--- src/rtl/sd_init_ctrl.sv ---
// SD card identification/configuration sequencer: walks CMD0..ACMD6 through the
// command engine, captures the RCA and reports ready or an abort reason.
module sd_init_ctrl #(
  parameter int MAX_POLLS    = 1000,
  parameter int RESP_TIMEOUT = 4096
) (
  input  logic        iclk,
  input  logic        irst,
  input  logic        istart,
  output logic        ocmd_start,
  output logic [5:0]  ocmd_idx,
  output logic [31:0] ocmd_arg,
  output logic        oresp_exp,
  input  logic        icmd_done,
  input  logic [31:0] iresp,
  input  logic        icrc_err,
  output logic        obusy,
  output logic        oready,
  output logic        oerror,
  output logic [2:0]  oerr_code,
  output logic [15:0] orca,
  output logic [2:0]  dbg_state
);

  // Command handshake: ocmd_start is a one-cycle request, and ocmd_idx/ocmd_arg/
  // oresp_exp hold steady until the matching one-cycle icmd_done, which carries
  // iresp/icrc_err in that same cycle. Only one command is ever outstanding.

  localparam int PW = $clog2(MAX_POLLS + 1);
  localparam int TW = $clog2(RESP_TIMEOUT + 1);
  localparam logic [PW-1:0] POLL_LAST = PW'(MAX_POLLS - 1);
  localparam logic [TW-1:0] TO_LAST   = TW'(RESP_TIMEOUT - 1);

  localparam logic [2:0] ERR_TIMEOUT = 3'd1;
  localparam logic [2:0] ERR_CRC     = 3'd2;
  localparam logic [2:0] ERR_ECHO    = 3'd3;
  localparam logic [2:0] ERR_POLLS   = 3'd4;

  typedef enum logic [2:0] {
    S_IDLE, S_ISSUE, S_WAIT, S_EVAL, S_DONE, S_ERR
  } state_t;

  typedef enum logic [3:0] {
    ST_CMD0, ST_CMD8, ST_CMD55, ST_ACMD41, ST_CMD2,
    ST_CMD3, ST_CMD7, ST_CMD55_RCA, ST_ACMD6
  } step_t;

  state_t         state, state_nxt;
  step_t          step, step_nxt;
  logic [PW-1:0]  poll_cnt, poll_nxt;
  logic [TW-1:0]  tcnt;
  logic [15:0]    rca_q, rca_nxt;
  logic [2:0]     code_q, code_nxt;
  logic [31:0]    resp_q;
  logic           crc_q;
  logic           unused_resp_bits;

  assign unused_resp_bits = ^resp_q[15:12];

  always_ff @(posedge iclk) begin
    if (irst) begin
      state    <= S_IDLE;
      step     <= ST_CMD0;
      poll_cnt <= '0;
      rca_q    <= '0;
      code_q   <= '0;
      tcnt     <= '0;
      resp_q   <= '0;
      crc_q    <= 1'b0;
    end else begin
      state    <= state_nxt;
      step     <= step_nxt;
      poll_cnt <= poll_nxt;
      rca_q    <= rca_nxt;
      code_q   <= code_nxt;
      if (state == S_ISSUE) begin
        tcnt <= '0;
      end else if (state == S_WAIT) begin
        tcnt <= tcnt + TW'(1);
      end
      if (state == S_WAIT && icmd_done) begin
        resp_q <= iresp;
        crc_q  <= icrc_err;
      end
    end
  end

  always_comb begin
    state_nxt = state;
    step_nxt  = step;
    poll_nxt  = poll_cnt;
    rca_nxt   = rca_q;
    code_nxt  = code_q;
    case (state)
      S_IDLE, S_DONE, S_ERR: begin
        if (istart) begin
          state_nxt = S_ISSUE;
          step_nxt  = ST_CMD0;
          poll_nxt  = '0;
          rca_nxt   = '0;
          code_nxt  = '0;
        end
      end
      S_ISSUE: state_nxt = S_WAIT;
      S_WAIT: begin
        // A completion arriving on the last timeout cycle still counts.
        if (icmd_done) begin
          state_nxt = S_EVAL;
        end else if (tcnt == TO_LAST) begin
          state_nxt = S_ERR;
          code_nxt  = ERR_TIMEOUT;
        end
      end
      S_EVAL: begin
        // CMD0 has no response and R3 (ACMD41) has no valid CRC.
        if (crc_q && step != ST_CMD0 && step != ST_ACMD41) begin
          state_nxt = S_ERR;
          code_nxt  = ERR_CRC;
        end else begin
          state_nxt = S_ISSUE;
          case (step)
            ST_CMD8: begin
              if (resp_q[11:0] != 12'h1AA) begin
                state_nxt = S_ERR;
                code_nxt  = ERR_ECHO;
              end else begin
                step_nxt = ST_CMD55;
              end
            end
            ST_ACMD41: begin
              if (resp_q[31]) begin
                step_nxt = ST_CMD2;
              end else if (poll_cnt == POLL_LAST) begin
                state_nxt = S_ERR;
                code_nxt  = ERR_POLLS;
              end else begin
                poll_nxt = poll_cnt + PW'(1);
                step_nxt = ST_CMD55;
              end
            end
            ST_CMD3: begin
              rca_nxt  = resp_q[31:16];
              step_nxt = ST_CMD7;
            end
            ST_ACMD6: state_nxt = S_DONE;
            default:  step_nxt  = step_t'(step + 4'd1);
          endcase
        end
      end
      default: state_nxt = S_IDLE;
    endcase
  end

  always_comb begin
    ocmd_idx  = '0;
    ocmd_arg  = '0;
    oresp_exp = 1'b0;
    if (state == S_ISSUE || state == S_WAIT) begin
      oresp_exp = 1'b1;
      case (step)
        ST_CMD0:      oresp_exp = 1'b0;
        ST_CMD8:      begin ocmd_idx = 6'd8;  ocmd_arg = 32'h0000_01AA; end
        ST_CMD55:     ocmd_idx = 6'd55;
        ST_ACMD41:    begin ocmd_idx = 6'd41; ocmd_arg = 32'h40FF_8000; end
        ST_CMD2:      ocmd_idx = 6'd2;
        ST_CMD3:      ocmd_idx = 6'd3;
        ST_CMD7:      begin ocmd_idx = 6'd7;  ocmd_arg = {rca_q, 16'h0}; end
        ST_CMD55_RCA: begin ocmd_idx = 6'd55; ocmd_arg = {rca_q, 16'h0}; end
        ST_ACMD6:     begin ocmd_idx = 6'd6;  ocmd_arg = 32'h0000_0002; end
        default:      oresp_exp = 1'b0;
      endcase
    end
  end

  assign ocmd_start = (state == S_ISSUE);
  assign obusy      = (state == S_ISSUE) || (state == S_WAIT) || (state == S_EVAL);
  assign oready     = (state == S_DONE);
  assign oerror     = (state == S_ERR);
  assign oerr_code  = code_q;
  assign orca       = rca_q;
  assign dbg_state  = state;

endmodule
--- config.mk ---
export PLATFORM = sky130hd
export DESIGN_NAME = sd_init_ctrl
export DESIGN_NICKNAME = d
export VERILOG_FILES = /design/src/rtl/sd_init_ctrl.sv
export SDC_FILE = /design/constraint.sdc
export NUM_CORES = 1
export LEC_CHECK = 0
export ABC_AREA = 0
export CORE_ASPECT_RATIO = 1.4
export CORE_UTILIZATION = 45
export CTS_CLUSTER_SIZE = 40
export DETAILED_ROUTE_END_ITERATION = 8
export PLACE_DENSITY_LB_ADDON = 0.15
export SLEW_MARGIN = 20
export SYNTH_ARGS = -nofsm -noshare
export SYNTH_HDL_FRONTEND = slang
export SYNTH_SLANG_ARGS = --single-unit
export TNS_END_PERCENT = 1
--- constraint.sdc ---
create_clock -name iclk -period 2.4 [get_ports iclk]
set_input_delay 0.48 -clock iclk [delete_from_list [all_inputs] [get_ports iclk]]
set_output_delay 0.48 -clock iclk [all_outputs]
set_load 0.05 [all_outputs]
==> run metrics, run 1 <==
routed vias/inst 5.58; part of the power in registers 39.7%; Avg Synthesized Cell Area 8.04 sq um; DP Wirelength 8050 microns; switching power total 1.02 mW; WP data required 1920 ps; Final GP Congestion 0.864; WP buf/inv 2; RSZ-0062 raised after global routing yes; total grt overflow 0; Design Power 3.48 mW; cell internal pwr 2.46 mW; core area 9030 sq um; Initial Utilization 46.3%; Max VDD drop 0.000533 V; min cycle time layout 2630 ps; delay of the slowest critical-path stage 400 ps; placed cell area 5480 sq um; Num CTS Buffers 9; CP Class flop to output pin; crit-path max FO 5; Synth-to-Final Area Change 40.6%; clock power share 41.1%; critical path arrival 2150 ps; failing checks setup timing; WL final 11200 microns; CP top delay family compound AO/OA/AOI/OAI gates; register area share after synthesis 37.3%; Slowest cell on crit path dfxtp_4; final setup vio count 20; first-pass GRT wire length 18700 microns; vias in the first global route 3937; Max Fclk 0.381 GHz; die height 116 microns; number of iterations in the first detailed-routing pass 4; post-synthesis register bit count 78; max_cap viols 0; # rows 41; final period utilization 109%; Final ANT Viol Nets 0; largest net degree at the start of global routing 50; Slew headroom 60.8%; sw frac 29.3%; DRC viols 0; Synth Flop Type dfxtp_1; routed vias 4017; all-layer global routing usage 24.0%; Ant. Diodes 0; TritonCTS clock tree yes; initial antenna violation count 0; die area 9690 sq um; Worst Max-Slew Pin Slew 588 ps; Post-Synthesis Cells 520; Crit. End Element output pin; Port Buffers 87; Max Transition Viols Final 0; crit path launch type flop; Netlist cell types 71; Skew-Pair Late Insertion Delay 340 ps; Hold Vio Cnt, Final 0; Post-synth EDFFs 0; design area 5880 sq um; Clock Pin Slew Worst Setup and Hold Paths 60 ps; setup slack after layout -226 ps; P_leak 2.09 nW; share of post-route cells with drive strength above 1 20.7%; Die Width 83.5 microns; Logic pwr share 19.2%; Iteration-0 DRC Markers 184; CTS Buffer Depth 2; Final Util 65.1%; nets 651; PD cells 591 nW/um^2; CTS sink count 78; crit-path cells inv_4 > ha_4 > o32a_1 > o2bb2ai_2 > a311o_1 > a21oi_4 > or2_4 > buf_12; DR WL/cell 15.6 microns; Post-Syn Area 4180 sq um; Hold Path Origin irst; # IOs 102; CTS root buf clkbuf_16; ys async rst share 0%; Hold WS 396 ps; synth warn 0; Post-CTS Hold Buffers 0; Place WS 38.8 ps; type of the tightest min-delay check primary input to flop; R2R Path Start poll_cnt[0]; status finished, violations left; H-tree lvl count 3; Clock Skew 4.63 ps; critical path startpoint step[1]
## per-stage QoR
step | setup TNS (ps) | cells
5_1_grt | -4060 | 720
6_report | -1300 | 720
4_1_cts | -1420 | 720
2_1_floorplan | -846 | 529
3_3_place_gp | 0 | 700
3_5_place_dp | 0 | 700
## registers in the layout, summed over array words and instances, names as in the netlist
| name | cells |
|---|---|
| dbg_state | 3 |
| resp_q | 28 |
| tcnt | 13 |
| crc_q | 1 |
| step | 4 |
| orca | 16 |
| oerr_code | 3 |
| poll_cnt | 10 |
## logic make-up after synthesis
family	Yosys count	share of synthesized area [%]
AND/OR/NAND/NOR	221	28.7
buffers and inverters	59	8.29
adder cells (fa/ha/maj)	6	1.80
flip-flops	78	37.3
XOR/XNOR	11	2.30
multiplexers	6	1.56
other	1	0.0897
AO/OA/AOI/OAI	138	20.0
## final cells by class
type / count / area, sq um
Clock buffer: 10 / 250
Timing Repair Buffer: 120 / 1410
Inverter: 7 / 28.8
Fill cell: 779 / 3150
Multi-Input combinational cell: 392 / 2410
Sequential cell: 78 / 1580
Tap cell: 107 / 134
Clock inverter: 6 / 66.3
## cell usage after synthesis, drive strengths merged, types with 5 or more instances
cell	count	area, sq um
nand4	22	144
a21oi	76	380
clkbuf	19	81.3
xor2	9	78.8
buf	33	239
or3	5	31.3
nor2	38	143
o21ai	25	129
o31ai	11	82.6
or4	8	63.8
nand3	9	45.0
nor3	5	30.0
and2	11	71.3
mux2i	5	50.1
nor2b	5	38.8
and3	5	32.5
nand2	78	293
inv	7	26.3
nand2b	11	68.8
ha	6	75.1
dfxtp	78	1560
## power by group through the flow
stage / Sequential (mW) / Combinational, mW / Clock, mW
6_report: 1.38 / 0.668 / 1.43
5_1_grt: 1.38 / 0.721 / 1.51
4_1_cts: 1.38 / 0.661 / 1.45
3_5_place_dp: 1.41 / 0.649 / 0
3_3_place_gp: 1.40 / 0.641 / 0
2_1_floorplan: 1.42 / 0.439 / 0
## layout by cell type (no fill, tap or decap), types with 4 or more instances in the layout
cell type	Yosys	layout
xor2_1	9	9
nand3_1	9	9
conb_1	1	10
and2_1	10	10
or4_1	7	7
o21ai_0	21	21
o31ai_1	11	11
nor2_1	38	35
nand4_1	21	21
dfxtp_1	78	73
clkbuf_16	0	10
and3_1	4	4
or3_1	5	5
inv_1	7	5
buf_12	0	29
nand2b_1	11	10
clkdlybuf4s50_1	0	53
buf_4	15	33
mux2i_1	5	5
a21oi_1	76	75
nor3_1	4	4
nand2_1	78	78
## per-layer routing
layer  up-vias  track usage [%]  share of wire (%)
met5         -                0                  0
met4         0             9.60                2.2
met3        17             5.20                4.0
met2        99             44.7                 53
met1      1915             26.6                 41
li1       1986                -                  -
## path summary, 6_finish.rpt
kind	endpoint	slack, ps	cells after the start
worst max-delay path	ocmd_idx[5]	-230	8
worst min-delay path	dbg_state[1]	400	2
worst max register to register	poll_cnt[7]	110	7
worst min register to register	resp_q[6]	460	2
## what timing repair did
item | CTS | global route
setup endpoints to repair | 26 | 32
resized for setup | 9 | 6
setup buffers | 4 | 0
pin swaps | 3 | 2
Note: power is estimated with default switching activity, not from simulation.
==> inputs of run 2 (changes only) <==
Settings changed: ABC_AREA 0 to 1.
==> run 2 against run 1 <==
Effect of this change:
- the run now ends clean
- design area decreased by 3.8%
- register-to-register slack better by 410 ps
- via count grew 2.4%
- synthesized cell count increased by 18%
- area after synthesis fell by 2.7%
- worst setup slack better by 250 ps
- clock power is essentially flat
- power is 64% higher
- clock skew up 1.9 ps
- largest cell class unchanged
- critical path type unchanged
- first-iteration DRC count rose by 23%
- global-route usage grew 0.55 points
- sequential share of layout area increased by 0.98 points
==> run metrics, run 2 <==
status finished, final reports clean; largest net degree at the start of global routing 37; max_cap viols 0; WL final 11000 microns; post-synth top area share 38.4%; CTS Buffer Depth 2; post-synthesis simple-gate area fraction 34.6%; DR WL/cell 13.5 microns; Reg with most FFs resp_q; Post-synth EDFFs 0; all-layer global routing usage 24.5%; CP top delay family simple AND/OR/NAND/NOR gates; WP buf/inv 3; crit-path max FO 9; Initial Utilization 47.0%; initial antenna violation count 0; Max Transition Viols Final 0; Port Buffers 87; vias in the first global route 3914; Synth Flop Type dfxtp_1; core area 8660 sq um; Max Fclk 0.420 GHz; die height 115 microns; delay of the slowest critical-path stage 380 ps; Synth-to-Final Area Change 39.0%; met3 Use GR 4.78%; Design Power 5.69 mW; Post-CTS Hold Buffers 0; Worst Max-Slew Pin Slew 553 ps; ys async rst share 0%; Clock Skew 6.48 ps; TritonCTS clock tree yes; Slowest cell on crit path dfxtp_2; first-pass GRT wire length 17800 microns; crit path launch type flop; H-tree lvl count 3; Netlist cell types 31; synth warn 0; routed vias 4112; Hold WS 460 ps; Final GP Congestion 0.905; Post-Syn Area 4070 sq um; Final ANT Viol Nets 0; most frequent cells in the layout 126 x nand2_1, 117 x nor2_1, 73 x dfxtp_1, 54 x clkdlybuf4s50_1, 49 x inv_1; CTS sink count 78; most common cell after layout, fill and taps aside nand2_1; CTS root buf clkbuf_16; setup slack after layout 20.1 ps; total grt overflow 0; Commonest cells post-synth 128 x nand2_1, 123 x nor2_1, 78 x dfxtp_1; xor and xnor area share after synthesis 2.37%; most used cell, CP nand2_1; routed vias/inst 5.08; Skew-Pair Late Insertion Delay 340 ps; leading area contributor after synthesis dfxtp_1; # rows 40; # IOs 102; max FFs per register 28; met2 usage 42.6%; RSZ-0062 raised after global routing yes; DRC viols 0; PD cells 1010 nW/um^2; compound-gate portion of the synthesized area 12.6%; critical path arrival 1900 ps; final period utilization 99.2%; type of the tightest min-delay check flop to flop; Crit. End Element output pin; Ant. Diodes 0; register area share after synthesis 38.4%; Num CTS Buffers 9; largest family of logic cells by synthesized area simple AND/OR/NAND/NOR gates; met1 GRT Util 28.4%; Post-Synth Adder-Cell Area 1.85%; placed insts 793; non-filler cells, final 809; Top Usage Layer GRT met2; Clock Pin Slew Worst Setup and Hold Paths 60 ps; Hold Vio Cnt, Final 0; share of post-route cells with drive strength above 1 16.9%; die area 9430 sq um; Avg Synthesized Cell Area 6.65 sq um; most frequent cell after synthesis nand2_1; Iteration-0 DRC Markers 226; final setup vio count 0; post-synthesis register bit count 78; crit-path cells inv_1 > nor2_4 > nand2_1 > nand2_1 > buf_4 > nand2_1 > a21oi_2 > buf_12; WP data required 1920 ps; P_leak 2.21 nW; Die Width 82.4 microns; number of iterations in the first detailed-routing pass 4; Max VDD drop 0.000929 V; nets 742; Slew headroom 63.0%; DP Wirelength 7970 microns; synth top area cells dfxtp_1 38%, nand2_1 12%, nor2_1 11%; min cycle time layout 2380 ps; post-CTS setup buffers 0; mux cell area share after synthesis 0%; CP Class flop to output pin; Place WS 185 ps; Post-Synthesis Cells 612
## run 2: cell count changes after synthesis, sizes merged, moves of 17 or more
cell / change
a21oi: -18
inv: +48
nand2: +53
nand3: +38
nand4: -17
nor2: +89
## run 2: repair_timing
item	4_1_cts	5_1_grt
endpoints found under the setup margin	22	19
pin swaps	0	0
resized for setup	8	12
## run 2: worst register-to-register path, cell delays in order, from the launching register on
cell and delay, ps:
dfxtp_4 360, inv_1 110, ha_2 220, nand2_1 70, nand2_1 90, inv_1 90
nand2_2 120, nand2_1 60, nor2_1 160, nand2_1 160, buf_4 200, nand2_1 60
a21oi_1 60
## run 2: final timing paths
path	startpoint	end	slack, ps	depth (start not counted)
setup / recovery	step[2]	ocmd_arg[16]	20	8
hold / removal	resp_q[11]	resp_q[11]	460	2
setup reg to reg	step[0]	poll_cnt[8]	520	12
hold reg to reg	resp_q[11]	resp_q[11]	460	2
## run 2: report_power, final
| part | switching, mW | internal, mW |
|---|---|---|
| clock network | 0.587 | 0.832 |
| logic | 1.78 | 0.855 |
| registers | 0.147 | 1.48 |
| total | 2.52 | 3.17 |
## run 2: routing by layer
metal | wire (microns) | vias up
met5 | 0 | -
met1 | 4380 | 1863
met3 | 508 | 27
met4 | 282 | 0
li1 | - | 2109
met2 | 5780 | 113
## run 2: cells by family after synthesis
logic type | after synthesis
AND/OR/NAND/NOR | 325
AO/OA/AOI/OAI | 100
buffers and inverters | 91
flip-flops | 78
XOR/XNOR | 11
adder cells (fa/ha/maj) | 6
other | 1
## run 2: area by class of cell
class	instances	area, sq um
Fill cell	779	3000
Inverter	57	218
Timing Repair Buffer	101	1210
Sequential cell	78	1570
Clock buffer	9	225
Multi-Input combinational cell	452	2210
Tap cell	105	131
Clock inverter	7	90.1
## run 2: through the flow
stage	util, %	TNS, ps	area (sq um)
final	65.3	0	5660
after global routing	65.3	-515	5660
after CTS	64.9	-52.9	5620
after detailed placement	61.0	0	5280
after global placement	61.0	0	5280
after floorplan	-	-4720	4140
